## src/rtl/fetch_stage_if.sv

```systemverilog
// Fetch-stage bundle: redirect/stall control, instruction-memory port and the IF/ID register view.
interface fetch_stage_if;
  localparam int unsigned XLEN = 64;
  localparam int unsigned ILEN = 32;

  logic            stall;
  logic            redirect_valid;
  logic [XLEN-1:0] redirect_target;
  logic [XLEN-1:0] imem_addr;
  logic [ILEN-1:0] imem_rdata;
  logic            if_id_valid;
  logic [XLEN-1:0] if_id_pc;
  logic [XLEN-1:0] if_id_pc_plus4;
  logic [ILEN-1:0] if_id_instruction;
  logic            fetch_misaligned;

  modport master (
    input  stall, redirect_valid, redirect_target, imem_rdata,
    output imem_addr, if_id_valid, if_id_pc, if_id_pc_plus4, if_id_instruction, fetch_misaligned
  );

  modport slave (
    output stall, redirect_valid, redirect_target, imem_rdata,
    input  imem_addr, if_id_valid, if_id_pc, if_id_pc_plus4, if_id_instruction, fetch_misaligned
  );
endinterface

```

## src/rtl/fetch_stage.sv

```systemverilog
// Instruction fetch and IF/ID register: owns the PC, folds B/BL in fetch, takes EX redirects and hazard stalls.
module fetch_stage #(
  parameter logic [63:0] RESET_PC  = 64'h0,
  parameter logic [31:0] NOP_INSTR = 32'hD503201F
) (
  input logic          clock,
  input logic          reset,
  fetch_stage_if.master bus
);
  localparam int unsigned XLEN = 64;
  localparam int unsigned ILEN = 32;
  localparam int unsigned IMMW = 26;
  localparam logic [5:0]  OP_B  = 6'b000101;
  localparam logic [5:0]  OP_BL = 6'b100101;

  logic [XLEN-1:0] pc;
  logic [XLEN-1:0] pc_plus4;
  logic [XLEN-1:0] b_offset;
  logic [XLEN-1:0] b_target;
  logic            uncond_b;

  logic            if_id_valid;
  logic [XLEN-1:0] if_id_pc;
  logic [XLEN-1:0] if_id_pc_plus4;
  logic [ILEN-1:0] if_id_instruction;
  logic            fetch_misaligned;

  // Early decode of unconditional B/BL on the word currently being fetched
  always_comb begin
    pc_plus4 = pc + XLEN'(4);
    b_offset = {{(XLEN-IMMW-2){bus.imem_rdata[IMMW-1]}}, bus.imem_rdata[IMMW-1:0], 2'b00};
    b_target = pc + b_offset;
    uncond_b = (bus.imem_rdata[31:26] == OP_B) || (bus.imem_rdata[31:26] == OP_BL);
  end

  // PC and IF/ID update; redirect overrides stall so a flush never waits
  always_ff @(posedge clock) begin
    if (reset) begin
      pc                <= RESET_PC;
      if_id_valid       <= 1'b0;
      if_id_pc          <= '0;
      if_id_pc_plus4    <= '0;
      if_id_instruction <= NOP_INSTR;
      fetch_misaligned  <= 1'b0;
    end else if (bus.redirect_valid) begin
      pc                <= {bus.redirect_target[XLEN-1:2], 2'b00};
      if_id_valid       <= 1'b0;
      if_id_instruction <= NOP_INSTR;
      if (bus.redirect_target[1:0] != 2'b00) fetch_misaligned <= 1'b1;
    end else if (!bus.stall) begin
      pc                <= uncond_b ? b_target : pc_plus4;
      if_id_valid       <= 1'b1;
      if_id_pc          <= pc;
      if_id_pc_plus4    <= pc_plus4;
      if_id_instruction <= bus.imem_rdata;
    end
  end

  assign bus.imem_addr         = pc;
  assign bus.if_id_valid       = if_id_valid;
  assign bus.if_id_pc          = if_id_pc;
  assign bus.if_id_pc_plus4    = if_id_pc_plus4;
  assign bus.if_id_instruction = if_id_instruction;
  assign bus.fetch_misaligned  = fetch_misaligned;
endmodule
```

## src/flat_wrapper.sv

```systemverilog
// flat-port wrapper written by rule: the top's interface ports become plain ports
module fetch_stage_flat 
#(
  parameter logic [63:0] RESET_PC  = 64'h0,
  parameter logic [31:0] NOP_INSTR = 32'hD503201F
)
  (clock, reset, bus_stall, bus_redirect_valid, bus_redirect_target, bus_imem_rdata, bus_imem_addr, bus_if_id_valid, bus_if_id_pc, bus_if_id_pc_plus4, bus_if_id_instruction, bus_fetch_misaligned);
  fetch_stage_if bus_i ();
  input logic clock;
  input logic reset;
  input wire logic [$bits(bus_i.stall)-1:0] bus_stall;
  input wire logic [$bits(bus_i.redirect_valid)-1:0] bus_redirect_valid;
  input wire logic [$bits(bus_i.redirect_target)-1:0] bus_redirect_target;
  input wire logic [$bits(bus_i.imem_rdata)-1:0] bus_imem_rdata;
  output wire logic [$bits(bus_i.imem_addr)-1:0] bus_imem_addr;
  output wire logic [$bits(bus_i.if_id_valid)-1:0] bus_if_id_valid;
  output wire logic [$bits(bus_i.if_id_pc)-1:0] bus_if_id_pc;
  output wire logic [$bits(bus_i.if_id_pc_plus4)-1:0] bus_if_id_pc_plus4;
  output wire logic [$bits(bus_i.if_id_instruction)-1:0] bus_if_id_instruction;
  output wire logic [$bits(bus_i.fetch_misaligned)-1:0] bus_fetch_misaligned;
  assign bus_i.stall = bus_stall;
  assign bus_i.redirect_valid = bus_redirect_valid;
  assign bus_i.redirect_target = bus_redirect_target;
  assign bus_i.imem_rdata = bus_imem_rdata;
  assign bus_imem_addr = bus_i.imem_addr;
  assign bus_if_id_valid = bus_i.if_id_valid;
  assign bus_if_id_pc = bus_i.if_id_pc;
  assign bus_if_id_pc_plus4 = bus_i.if_id_pc_plus4;
  assign bus_if_id_instruction = bus_i.if_id_instruction;
  assign bus_fetch_misaligned = bus_i.fetch_misaligned;
  fetch_stage #(.RESET_PC(RESET_PC), .NOP_INSTR(NOP_INSTR)) u_core (.clock(clock), .reset(reset), .bus(bus_i));
endmodule
```

## config.mk

```make
export PLATFORM = sky130hd
export DESIGN_NAME = fetch_stage_flat
export DESIGN_NICKNAME = d
export VERILOG_FILES = /design/src/rtl/fetch_stage_if.sv /design/src/rtl/fetch_stage.sv /design/src/flat_wrapper.sv
export SDC_FILE = /design/constraint.sdc
export NUM_CORES = 1
export LEC_CHECK = 0
export CORE_ASPECT_RATIO = 1.4
export CORE_MARGIN = 1.5
export CORE_UTILIZATION = 46
export CTS_CLUSTER_SIZE = 20
export DETAILED_ROUTE_END_ITERATION = 6
export HOLD_SLACK_MARGIN = 0.08
export PLACE_DENSITY = 0.76
export SLEW_MARGIN = 20
export SYNTH_ARGS = -nofsm -noshare
export SYNTH_HDL_FRONTEND = slang
export SYNTH_SLANG_ARGS = --single-unit
```

## constraint.sdc

```tcl
create_clock -name clock -period 3.4 [get_ports clock]
set_clock_uncertainty 0.2 [all_clocks]
set_input_delay 0.68 -clock clock [delete_from_list [all_inputs] [get_ports clock]]
set_output_delay 0.68 -clock clock [all_outputs]
set_load 0.05 [all_outputs]
```

==> flow_summary_export.csv, run 1 <==
group,metric,value,unit
die,ioPinCount,326,
worst_setup_path,crit_type,"input pin to register",
worst_setup_path,worstSetupStartpoint,"bus_imem_rdata[13]",
power,p_int,5.33,mW
finish,antenna_cells,0,
cts,clock_latency,0.56,ns
place,place.gp.congestion,0.977,
drt,drtAntennaViolNets,0,
finish,nNetsFinal,2523,
grt,gr-total-overflow,0,
timing,slew_headroom,52.9,%
worst_setup_path,required,3.62,ns
finish,drive_gt1_share,21.3,%
die,die_area,30900,µm²
power,p_sw,2.74,mW
grt,grt_max_degree,106,
drt,wl_met2,27.7,mm
cts,cts_num_sinks,220,
worst_hold_path,hold_path_class,"input pin to register",
power,combPwrFrac,32.3,%
timing,fin_crit,3.33,ns
drt,via_count,15780,
finish,areaGrowthSynthToFinish,52.2,%
synthesis,yosys_warnings,0,
worst_setup_path,arrival,3.55,ns
power,swShare,34.0,%
timing,grt_setup_unrepaired,"true",
drt,viasPerCell,5.72,
finish,fill_cells,2372,
worst_setup_path,end_kind,"register",
cts,cts_buffer_depth,3,
power,worst_ir_drop_vdd,0.458,mV
drt,drt-met1-wl,20.5,mm
synthesis,synth_flop_cell,"dfxtp_1",
drt,met3_length,3.55,mm
timing,hold_viol,0,
drt,drt_wl_total,54.6,mm
worst_setup_path,cp_max_fo,5,
synthesis,synth_cell_type_count,73,
worst_setup_path,r2r_start,"u_core.bus.imem_addr[9]",
run,drv_cap,0,
worst_setup_path,ff2ff_path_depth,13,
synthesis,seq_area_frac_synth,32.1,%
synthesis,async_flop_share,0,%
cts,path_clk_slew,0.06,ns
die,die_y,207,µm
die,die_w,149,µm
grt,grt_pass1_vias,15619,
power,p_clk_share,32.8,%
grt,grt_pass1_wl,83.4,mm
outcome,status,"finished, final reports clean",
power,p_seq_share,34.9,%
timing,drv_slew,0,
power,p_leak,8.57,nW
synthesis,synth_area_per_cell,7.53,µm²
cts,root_buffer,"clkbuf_16",
synthesis,synth_edf_count,0,
timing,fin_crit_sh,97.9,%
drt,maxUsedRoutingLayer,"met4",
synthesis,synth_seq_cells,220,
die,start_util,46.9,%
worst_setup_path,rrSetupSlack,0.09,ns
grt,antenna_found_initial,0,
power,p_per_area,387,nW/µm²
place,hpwl,40.1,mm
timing,setup_tns,0,ns
cts,numCtsBuffers,24,
timing,worst_pin_slew,0.706,ns
worst_setup_path,setup.worst_path.end,"u_core.bus.imem_addr[49]",
worst_setup_path,cp-start-kind,"input pin",
synthesis,syn-cell-area,13700,µm²
timing,timing.fmax,0.300,GHz
synthesis,syn_inst,1821,
drt,drt_drc_violations_left,0,
drt,dr.pass1.iters,6,
drt,drt_first_iter_violations,1058,
cts,cts_max_level,1,
die,core_area,29300,µm²
die,num_rows,74,
timing,setup_viol,0,
place,port_buffers,319,
worst_setup_path,rr_endpoint,"u_core.bus.imem_addr[49]",
finish,stdcell_count,2758,
place,place_inst,2697,
grt,grt.total_usage,33.9,%
cts,cts_tree,"done",
drt,avgRoutedWirePerCell,19.8,µm
[cell families after synthesis]
family / count (synthesis) / synth area share (%)
other: 1 / 0.0274
muxes: 39 / 2.87
xor gates and xnor gates: 114 / 7.28
AOI/OAI and AO/OA: 538 / 25.2
DFF: 220 / 32.1
and+or+nand+nor: 678 / 21.8
adders and majority gates: 63 / 5.80
buffers and inverters: 168 / 4.83
[layout make-up]
type                       instances  area (µm²)  area share (%)
timing repair buffer             652        5750            27.5
clock buffer                      32         661            3.17
sequential                       220        4420            21.2
clock inverter                    12         130           0.624
multi-input combinational       1438        9350            44.8
tap                              380         475            2.28
inverter                          24        90.1           0.432
[timing repair]
item | in CTS | in global routing
pin swaps | 25 | 44
hold buffers | 0 | 0
resized for setup | 81 | 68
setup endpoints to repair | 38 | 29
setup buffers | 12 | 7
cloned | 0 | 1
[state kept, by name (all words and copies together), names as in the netlist]
| signal | count |
|---|---|
| u_core.bus.if_id_pc | 62 |
| u_core.bus.if_id_pc_plus4 | 62 |
| u_core.bus.imem_addr | 62 |
| u_core.bus.if_id_instruction | 32 |
| u_core.bus.fetch_misaligned | 1 |
| u_core.bus.if_id_valid | 1 |
[power groups by stage]
stage          combinational [mW]  sequential [mW]  clock (mW)
5_1_grt                      2.77             2.83        2.79
3_5_place_dp                 2.44             2.86           0
2_1_floorplan               0.960             3.30           0
4_1_cts                      2.52             2.81        2.69
3_3_place_gp                 2.42             2.85           0
6_report                     2.61             2.82        2.65
[worst min path at each step]
stage,startpoint,endpoint,slack [ns],cells after the start
CTS,u_core.bus.if_id_pc[46],u_core.bus.if_id_pc[46],0.25,2
finish,bus_imem_rdata[8],u_core.bus.if_id_instruction[8],0.23,3
detailed placement,u_core.bus.if_id_pc_plus4[48],u_core.bus.if_id_pc_plus4[48],0.25,2
floorplan,u_core.bus.imem_addr[25],u_core.bus.if_id_pc[25],0.41,2
global placement,u_core.bus.fetch_misaligned,u_core.bus.fetch_misaligned,0.23,2
global route,bus_imem_rdata[9],u_core.bus.if_id_instruction[9],0.24,3
[layer usage]
metal	track usage, %	vias to the layer above
met4	16.3	0
met5	0	-
met3	5.19	191
met1	37.7	7422
met2	62.0	654
li1	-	7513
[through the flow]
stage	power, mW	utilization (%)	hold slack, ns	worst slack, ns	cell area (µm²)
floorplan	4.26	-	0.407	-0.0705	13800
global placement	5.27	65.9	0.233	-0.989	19300
detailed placement	5.30	65.9	0.245	-1.05	19300
CTS	8.02	70.0	0.255	0.00330	20500
global route	8.39	71.3	0.242	-0.0434	20900
finish	8.08	71.3	0.231	0.0709	20900
[placed cells by master, fill, tap and decap left out, drive strengths merged, types with 11 or more instances in the layout]
cell           count
a211oi            69
buf              335
a21o              49
o22ai             11
mux2i             36
xnor2             57
clkdlybuf4s50    291
nand2            261
a221oi            16
nand4             35
nand3             40
dfxtp            220
inv               24
a21oi            224
and3              28
xor2              57
nor2             237
o221ai            12
a31oi             13
clkbuf            37
ha                62
o21bai            18
nor3              21
o21ai             69
[worst max-delay path, stage by stage]
cell and delay, ns:
dlygate4sd2_1 0.28, ha_4 0.29, buf_4 0.11, nand3_1 0.09, o22ai_2 0.20, a2111oi_4 0.09
a21oi_2 0.27, a21oi_2 0.12, o41ai_2 0.43, buf_4 0.21, a31oi_4 0.16, o21bai_1 0.21
xor2_1 0.11, a221oi_2 0.26, nor2_1 0.06
[cells in the mapped netlist (19+ instances only)]
cell type,instances,area (µm²)
a211oi_1,68,510
a21o_1,48,360
a21oi_1,222,1110
and3_1,27,169
clkbuf_1,125,469
dfxtp_1,220,4400
ha_1,62,776
inv_1,24,90.1
mux2i_1,36,360
nand2_1,261,980
nand3_1,40,200
nand4_1,35,219
nor2_1,237,890
nor3_1,19,95.1
o21ai_0,65,325
xnor2_1,57,499
xor2_1,57,499
Note: power is estimated with default switching activity, not from simulation.
==> run 2: changes to the inputs <==
Settings changed: CORE_UTILIZATION 46 to 47, CTS_BUF_LIST set to sky130_fd_sc_hd__clkbuf_8, PLACE_DENSITY 0.76 to 0.77, TNS_END_PERCENT set to 20.
==> run 2 against run 1 <==
Compared with the run above: sequential share of layout area up 0.24 points; final cell count down 0.11%; power down 2.9%; cell area down 1.2%.
==> flow_summary_export.csv, run 2 (same netlist as run 1, synthesis figures left out) <==
group,metric,value,unit
finish,nNetsFinal,2519,
cts,path_clk_slew,0.07,ns
cts,cts_num_sinks,220,
worst_setup_path,required,3.69,ns
worst_setup_path,cp-start-kind,"register",
timing,grt_setup_unrepaired,"true",
die,ioPinCount,326,
die,start_util,48.0,%
worst_setup_path,critPathBufInv,2,
worst_setup_path,arrival,3.65,ns
timing,setup_tns,0,ns
run,drv_cap,0,
grt,gr-total-overflow,0,
place,hpwl,40.4,mm
finish,drive_gt1_share,20.7,%
worst_setup_path,critPathSlowestCell,"fa_2",
grt,grt_max_degree,83,
cts,cts_tree,"done",
worst_setup_path,cp_max_fo,3,
place,port_buffers,319,
die,core_area,28600,µm²
finish,antenna_cells,0,
power,p_int,5.10,mW
worst_setup_path,end_kind,"register",
worst_setup_path,max_stage_delay,0.37,ns
die,die_area,30200,µm²
drt,dr.pass1.iters,5,
power,p_clk_share,31.1,%
timing,drv_slew,0,
power,p_seq_share,35.9,%
cts,holdBufCountCts,0,
timing,worst_pin_slew,0.981,ns
grt,antenna_found_initial,0,
power,combPwrFrac,33.0,%
timing,fin_crit_sh,98.7,%
power,swShare,35.0,%
power,p_per_area,380,nW/µm²
worst_setup_path,cp_top_family,"compound AO/OA/AOI/OAI gates",
finish,final_util,72.1,%
cts,cts_buffer_depth,3,
drt,via_count,15654,
timing,setup_viol,0,
drt,avgRoutedWirePerCell,19.6,µm
power,p_leak,8.50,nW
die,num_rows,73,
finish,areaGrowthSynthToFinish,50.4,%
place,place_ws,-1.01,ns
worst_setup_path,crit_type,"register to register",
timing,fin_crit,3.36,ns
cts,clock_latency,0.57,ns
die,die_y,205,µm
power,p_sw,2.74,mW
drt,drt_first_iter_violations,1001,
drt,drt_drc_violations_left,0,
worst_setup_path,crit_chain,"ha_4 -> fa_2 -> a21oi_4 -> o21bai_4 -> o21ai_4 -> nor3b_4 -> o31ai_4 -> a31o_4 -> a21oi_2 -> buf_6 -> o41ai_4 -> buf_4 -> nand3_1 -> mux2_2 -> o221ai_1",
timing,setup_ws,0.0440,ns
die,die_w,147,µm
cts,cts_max_level,2,
finish,final_common_cell,"buf_4",
drt,viasPerCell,5.68,
outcome,status,"finished, final reports clean",
power,worst_ir_drop_vdd,0.409,mV
grt,grt.total_usage,35.0,%
place,place.gp.congestion,0.959,
cts,root_buffer,"clkbuf_8",
drt,drt_wl_total,54.0,mm
cts,numCtsBuffers,36,
timing,hold_viol,0,
grt,grt_pass1_wl,83.0,mm
timing,slew_headroom,34.6,%
grt,grt_pass1_vias,15493,
timing,timing.fmax,0.298,GHz
finish,mostFrequentLayoutCells,"buf_4 (310), clkdlybuf4s50_1 (290), nand2_1 (260)",
drt,drtAntennaViolNets,0,
worst_hold_path,hold_path_class,"input pin to register",
-- run 2: cell count changes in the layout (fill, tap and decap cells not counted), moves of 5 or more --
cell	before	now
buf_4	326	310
clkbuf_1	5	0
clkbuf_16	25	0
clkbuf_8	3	43
dlygate4sd2_1	9	15
ha_1	35	40
ha_4	26	21
inv_1	24	34
-- run 2: worst reg2reg max path, delay by kind of cell (launching register included) --
| kind | cells | cell delay (ns) |
|---|---|---|
| AOI/OAI and AO/OA | 8 | 1.19 |
| adders and majority gates | 2 | 0.54 |
| and+or+nand+nor | 2 | 0.38 |
| DFF | 1 | 0.34 |
| muxes | 1 | 0.34 |
| buffers and inverters | 2 | 0.29 |
-- run 2: layout make-up --
class / count / area, µm²
timing repair buffer: 636 / 5630
tap: 375 / 469
inverter: 24 / 90.1
multi-input combinational: 1438 / 9280
fill: 2348 / 7970
clock buffer: 43 / 592
sequential: 220 / 4420
clock inverter: 19 / 138
-- run 2: timing repair --
item,in CTS,in global routing
endpoints found under the setup margin,31,31
gates cloned,0,0
pin swaps,30,37
buffers inserted,12,6
resized for setup,70,65
-- run 2: path summary, 6_finish.rpt --
check,end,from,cells after the start,slack (ns)
worst max register to register,u_core.bus.imem_addr[56],u_core.bus.imem_addr[2],15,0.04
worst min register to register,u_core.bus.fetch_misaligned,u_core.bus.fetch_misaligned,2,0.25
worst min-delay path,u_core.bus.if_id_instruction[0],bus_imem_rdata[0],3,0.20
worst max-delay path,u_core.bus.imem_addr[56],u_core.bus.imem_addr[2],15,0.04
-- run 2: power groups by stage --
stage	Sequential, mW	Clock, mW	Combinational, mW
final	2.81	2.44	2.59
after floorplan	3.30	0	0.958
after detailed placement	2.86	0	2.44
after global routing	2.82	2.57	2.76
after CTS	2.81	2.46	2.51
after global placement	2.85	0	2.42
-- run 2: through the flow --
stage | power, mW | hold WS, ns | cells | cell area, µm²
global placement | 5.28 | 0.237 | 2675 | 19200
floorplan | 4.25 | 0.412 | 1826 | 13700
finish | 7.84 | 0.198 | 2755 | 20600
detailed placement | 5.30 | 0.244 | 2675 | 19200
global route | 8.15 | 0.203 | 2755 | 20600
CTS | 7.78 | 0.253 | 2749 | 20300
-- run 2: layer usage --
| metal | share of wire (%) | vias to the layer above | wire [µm] | track usage [%] |
|---|---|---|---|---|
| li1 | - | 7495 | - | - |
| met1 | 37 | 7342 | 20200 | 38.4 |
| met2 | 51 | 636 | 27400 | 63.5 |
| met3 | 6.1 | 181 | 3270 | 5.84 |
| met4 | 6.0 | 0 | 3220 | 19.6 |
| met5 | 0 | - | 0 | 0 |
==> patch 1 (flow settings as in run 2) <==
Make the reset (`reset`) asynchronous in one clocked block.
--- a/src/rtl/fetch_stage.sv
+++ b/src/rtl/fetch_stage.sv
@@ -35,5 +35,5 @@
 
   // PC and IF/ID update; redirect overrides stall so a flush never waits
-  always_ff @(posedge clock) begin
+  always_ff @(posedge clock or posedge reset) begin
     if (reset) begin
       pc                <= RESET_PC;
Behaviour: differs if reset is asserted again (counterexample within 4 cycles, from zero or initial values and one cycle with reset high); with reset held inactive, the same outputs for 4 cycles.
==> patch 1 against run 2 <==
Final area is 4.0% higher; sequential cell count stayed put; worst setup slack worse by 0.039 ns; critical path depth is 1 lower; power is 30% higher; die area is 4.4% higher; sequential share of layout area is 4.3 points higher; critical endpoint is now u_core.bus.imem_addr[44]; hold slack better by 0.068 ns; wire length is 0.78% higher; area after synthesis is 4.4% higher.
==> patch 1: results (changes against run 2) <==
| Metric | Value |
|---|---|
| Outcome | finished, final reports clean |
| Cell variety after synth | 78 (+6.8%) |
| Vias in the first global route | 16036 (+3.5%) |
| Via density | 5.754 (+1.3%) |
| Global-route wire length before repair | 83840 um (+1.0%) |
| Max incr delay on CP | 0.57 ns (+0.20 ns) |
| Setup WS pre-CTS | -0.9022 ns (+0.1046 ns) |
| Dominant cells by area after synthesis | dfrtp_1 (36%), nand2_1 (9.9%), o21ai_0 (5.8%) |
| Critical path fanouts, max | 5 (+2) |
| Placer Congestion | 0.9411 (-1.8%) |
| Post-DP HPWL | 39830 um (-1.4%) |
| Slowest stage cell on the critical path | clkdlybuf4s50_1 |
| Total Routing Usage GR | 34.09% (-0.87 points) |
| R2R cell count | 14 (-1) |
| Met3 Use GR | 4.957% (-0.88 points) |
| Post-DP Area | 20030 um2 (+4.5%) |
| Maximum clock rate | 0.2945 GHz (-1.2%) |
| Filler Cell Count | 2342 (-0.26%) |
| Nets | 2482 (-1.5%) |
| Met3 routed WL | 3191 um (-2.4%) |
| Final WL | 54450 um (+0.78%) |
| Reg2reg start | u_core.bus.imem_addr[2] |
| Metal2 WL | 28350 um (+3.6%) |
| Met1 usage | 37.22% (-1.2 points) |
| Post-Place Cells | 2650 (-0.93%) |
| CP Launch Point | bus_imem_rdata[3] |
-- patch 1: cell types whose count changed after synthesis, sizes merged, moves of 101 or more --
cell          run 2  this run
a21oi           224       119
dfxtp           220         0
nor2            237       111
o21ai            69       170
dfrtp             0       207
nand2           261       379
-- patch 1: layout make-up --
type	instances	share of cell area [%]
antenna	1	0.01167
inverter	28	0.5078
clock inverter	15	0.3152
timing repair buffer	658	27.59
clock buffer	48	3.082
sequential	220	25.76
multi-input combinational	1375	40.49
tap	385	2.247
-- patch 1: critical path: cells and delay by family --
family / cells / cell delay, ns
AOI/OAI and AO/OA: 7 / 1.20
xor gates and xnor gates: 1 / 0.12
adders and majority gates: 1 / 0.24
buffers and inverters: 3 / 0.89
and+or+nand+nor: 2 / 0.48
-- patch 1: worst min path at each step --
stage	depth (start not counted)	slack, ns	endpoint	from
floorplan	2	0.45	u_core.bus.if_id_instruction[0]	u_core.bus.if_id_instruction[0]
global placement	1	0.25	u_core.bus.fetch_misaligned	u_core.bus.fetch_misaligned
detailed placement	1	0.26	u_core.bus.fetch_misaligned	u_core.bus.fetch_misaligned
CTS	2	0.28	u_core.bus.if_id_pc[63]	u_core.bus.if_id_pc[63]
global route	3	0.27	u_core.bus.if_id_instruction[4]	bus_imem_rdata[4]
finish	3	0.27	u_core.bus.if_id_instruction[4]	bus_imem_rdata[4]
-- patch 1: repair_timing --
| action | CTS | global route |
|---|---|---|
| buffers inserted | 9 | 7 |
| endpoints found under the hold margin | 0 | 0 |
| pin swaps | 19 | 40 |
| resized for setup | 38 | 87 |
| endpoints found under the setup margin | 35 | 31 |
-- patch 1: report_power, final --
part | internal (mW) | switching [mW]
Combinational | 1.85 | 2.78
Clock | 1.26 | 1.15
Sequential | 2.94 | 0.238
-- patch 1: stage by stage --
stage | power, mW | util, % | setup TNS [ns] | hold WS [ns]
finish | 10.22 | 71.60 | 0 | 0.2661
global route | 10.69 | 71.60 | -0.3324 | 0.2712
CTS | 10.10 | 69.94 | -0.08483 | 0.2770
detailed placement | 7.611 | 66.90 | -33.93 | 0.2585
global placement | 7.548 | 66.90 | -31.53 | 0.2505
floorplan | 5.789 | - | -71.41 | 0.4516
-- patch 1: cells by family (layout without fill, tap and decap cells) --
kind of cell / count (synthesis) / count (layout) / synth area share, %
AND/OR/NAND/NOR: 673 / 673 / 20.58
multiplexers: 36 / 36 / 2.525
adder cells (fa/ha/maj): 63 / 63 / 5.557
flip-flops: 220 / 220 / 38.56
XOR/XNOR: 110 / 110 / 6.728
other: 1 / 7 / 0.02619
buffers and inverters: 148 / 749 / 4.605
AO/OA/AOI/OAI: 487 / 487 / 21.42
==> patch 2 (flow settings as in run 2) <==
Made on the original files. `XLEN` is set to 64 in 2 places; all go to 32.
--- a/src/rtl/fetch_stage_if.sv
+++ b/src/rtl/fetch_stage_if.sv
@@ -1,5 +1,5 @@
 // Fetch-stage bundle: redirect/stall control, instruction-memory port and the IF/ID register view.
 interface fetch_stage_if;
-  localparam int unsigned XLEN = 64;
+  localparam int unsigned XLEN = 32;
   localparam int unsigned ILEN = 32;
 
--- a/src/rtl/fetch_stage.sv
+++ b/src/rtl/fetch_stage.sv
@@ -8,5 +8,5 @@
   fetch_stage_if.master bus
 );
-  localparam int unsigned XLEN = 64;
+  localparam int unsigned XLEN = 32;
   localparam int unsigned ILEN = 32;
   localparam int unsigned IMMW = 26;
Ports: changed (resized bus_if_id_pc, bus_if_id_pc_plus4, bus_imem_addr and bus_redirect_target); port bits go from 326 to 198. The function was not compared with the original's and may differ.
==> patch 2 against run 2 <==
Worst setup slack better by 0.099 ns; area after synthesis is 48% lower; sequential share of layout area is 3.8 points higher; sequential power is 43% lower; final area is 52% lower; wire length is 61% lower; critical endpoint is now u_core.bus.imem_addr[28]; synthesized cell count is 51% lower; power is 47% lower; clock power is 40% lower; sequential cell count is 96 lower; global-route usage is 8.7 points lower.
==> patch 2: results (changes against run 2) <==
| Metric | Value |
|---|---|
| Hold Path Class | reg -> reg |
| Post-DP HPWL | 15660 um (-61%) |
| Dominant cells by area after synthesis | dfxtp_1 (35%), a21oi_1 (7.8%), nand2_1 (6.4%) |
| Final WL | 20950 um (-61%) |
| Syn avg cell area | 7.925 um2 (+5.3%) |
| Share of cells above drive strength 1 | 10.02% (-11 points) |
| Outcome | finished, final reports clean |
| Critical path fanouts, max | 4 (+1) |
| Cell variety after synth | 69 (-5.5%) |
| H-tree level count | 4 (+2) |
| CP Launch Point | bus_imem_rdata[0] |
| 1st-iter DRT viols | 383 (-62%) |
| Via density | 5.469 (-3.8%) |
| Peak supply drop | 250.4 uV (-39%) |
| Hold_sp | u_core.bus.fetch_misaligned |
| Data arrival time of the critical path | 3.37 ns (-0.28 ns) |
| Global-route wire length before repair | 33270 um (-60%) |
| Placer Congestion | 0.9262 (-3.4%) |
| Clk_lat worst skew | 0.44 ns (-0.13 ns) |
| Buffers on Ports | 191 (-40%) |
| Total Routing Usage GR | 26.26% (-8.7 points) |
| Drt pass-1 iters | 7 (+2) |
| CTS buffer count | 17 (-53%) |
| Finished Layout Cells | 1308 (-53%) |
| Synth cell count leaders | dfxtp_1 (124), nand2_1 (120), nor2_1 (118) |
| Seq/Total Area, Yosys | 35.08% (+3.0 points) |
| Nets | 1204 (-52%) |
| Vias in the first global route | 6573 (-58%) |
| Antenna violations before repair | 1 (+1) |
| Largest net degree at the start of global routing | 87 (+4.8%) |
| Worst slew pin tran | 0.8164 ns (-0.1646 ns) |
| Leak | 3.897 nW (-54%) |
| Bufs on Longest Clock Path | 2 (-1) |
[patch 2: final timing paths]
kind | to | slack, ns | cells after the start
worst max-delay path | u_core.bus.imem_addr[28] | 0.14 | 12
worst min-delay path | u_core.bus.fetch_misaligned | 0.25 | 2
worst max register to register | u_core.bus.imem_addr[28] | 0.49 | 11
worst min register to register | u_core.bus.fetch_misaligned | 0.25 | 2
[patch 2: where the power goes]
group / internal (mW) / switching [mW] / total [mW]
sequential: 1.52 / 0.0744 / 1.59
combinational: 0.462 / 0.661 / 1.12
clock: 0.821 / 0.637 / 1.46
[patch 2: routing by layer]
metal | GRT usage (%) | share of wire, % | up-vias
met2 | 41.79 | 47 | 253
met1 | 35.41 | 45 | 3298
li1 | - | - | 3567
met5 | 0 | 0 | -
met3 | 4.864 | 5.7 | 35
met4 | 9.600 | 2.5 | 0
[patch 2: through the flow]
step / hold WS, ns / setup WS (ns) / area, um2
floorplan: 0.4639 / 0.2485 / 7096
global placement: 0.2330 / -0.3052 / 9392
detailed placement: 0.2422 / -0.3503 / 9392
CTS: 0.2541 / 0.09616 / 9832
global route: 0.2674 / 0.01317 / 9841
finish: 0.2497 / 0.1429 / 9841
[patch 2: cell type report]
| type | instances | area [um2] |
|---|---|---|
| Clock inverter | 14 | 192.7 |
| Antenna cell | 1 | 2.502 |
| Fill cell | 1246 | 4733 |
| Clock buffer | 18 | 247.7 |
| Inverter | 13 | 48.80 |
| Tap cell | 189 | 236.5 |
| Sequential cell | 124 | 2482 |
| Timing Repair Buffer | 250 | 2367 |
| Multi-Input combinational cell | 699 | 4263 |
[patch 2: cells by family after synthesis]
kind of cell               share of synthesized area [%]
adders and majority gates                          5.587
buffers and inverters                              5.145
xor gates and xnor gates                           6.807
DFF                                                35.08
other                                            0.05299
and+or+nand+nor                                    19.66
muxes                                              5.233
AOI/OAI and AO/OA                                  22.44
[patch 2: critical path, cell delays in order]
cell             delay [ns]
clkdlybuf4s50_1        0.43
ha_1                   0.23
fa_1                   0.40
a211oi_1               0.25
o21a_1                 0.22
a211oi_2               0.11
nor3_2                 0.31
a31o_1                 0.26
o21a_1                 0.15
a21oi_1                0.07
xnor2_1                0.16
o22ai_1                0.10
[patch 2: what timing repair did]
item | CTS | global route
hold endpoints to repair | 0 | 0
setup endpoints to repair | 0 | 3
resized for setup | 0 | 1
buffers inserted | 0 | 0
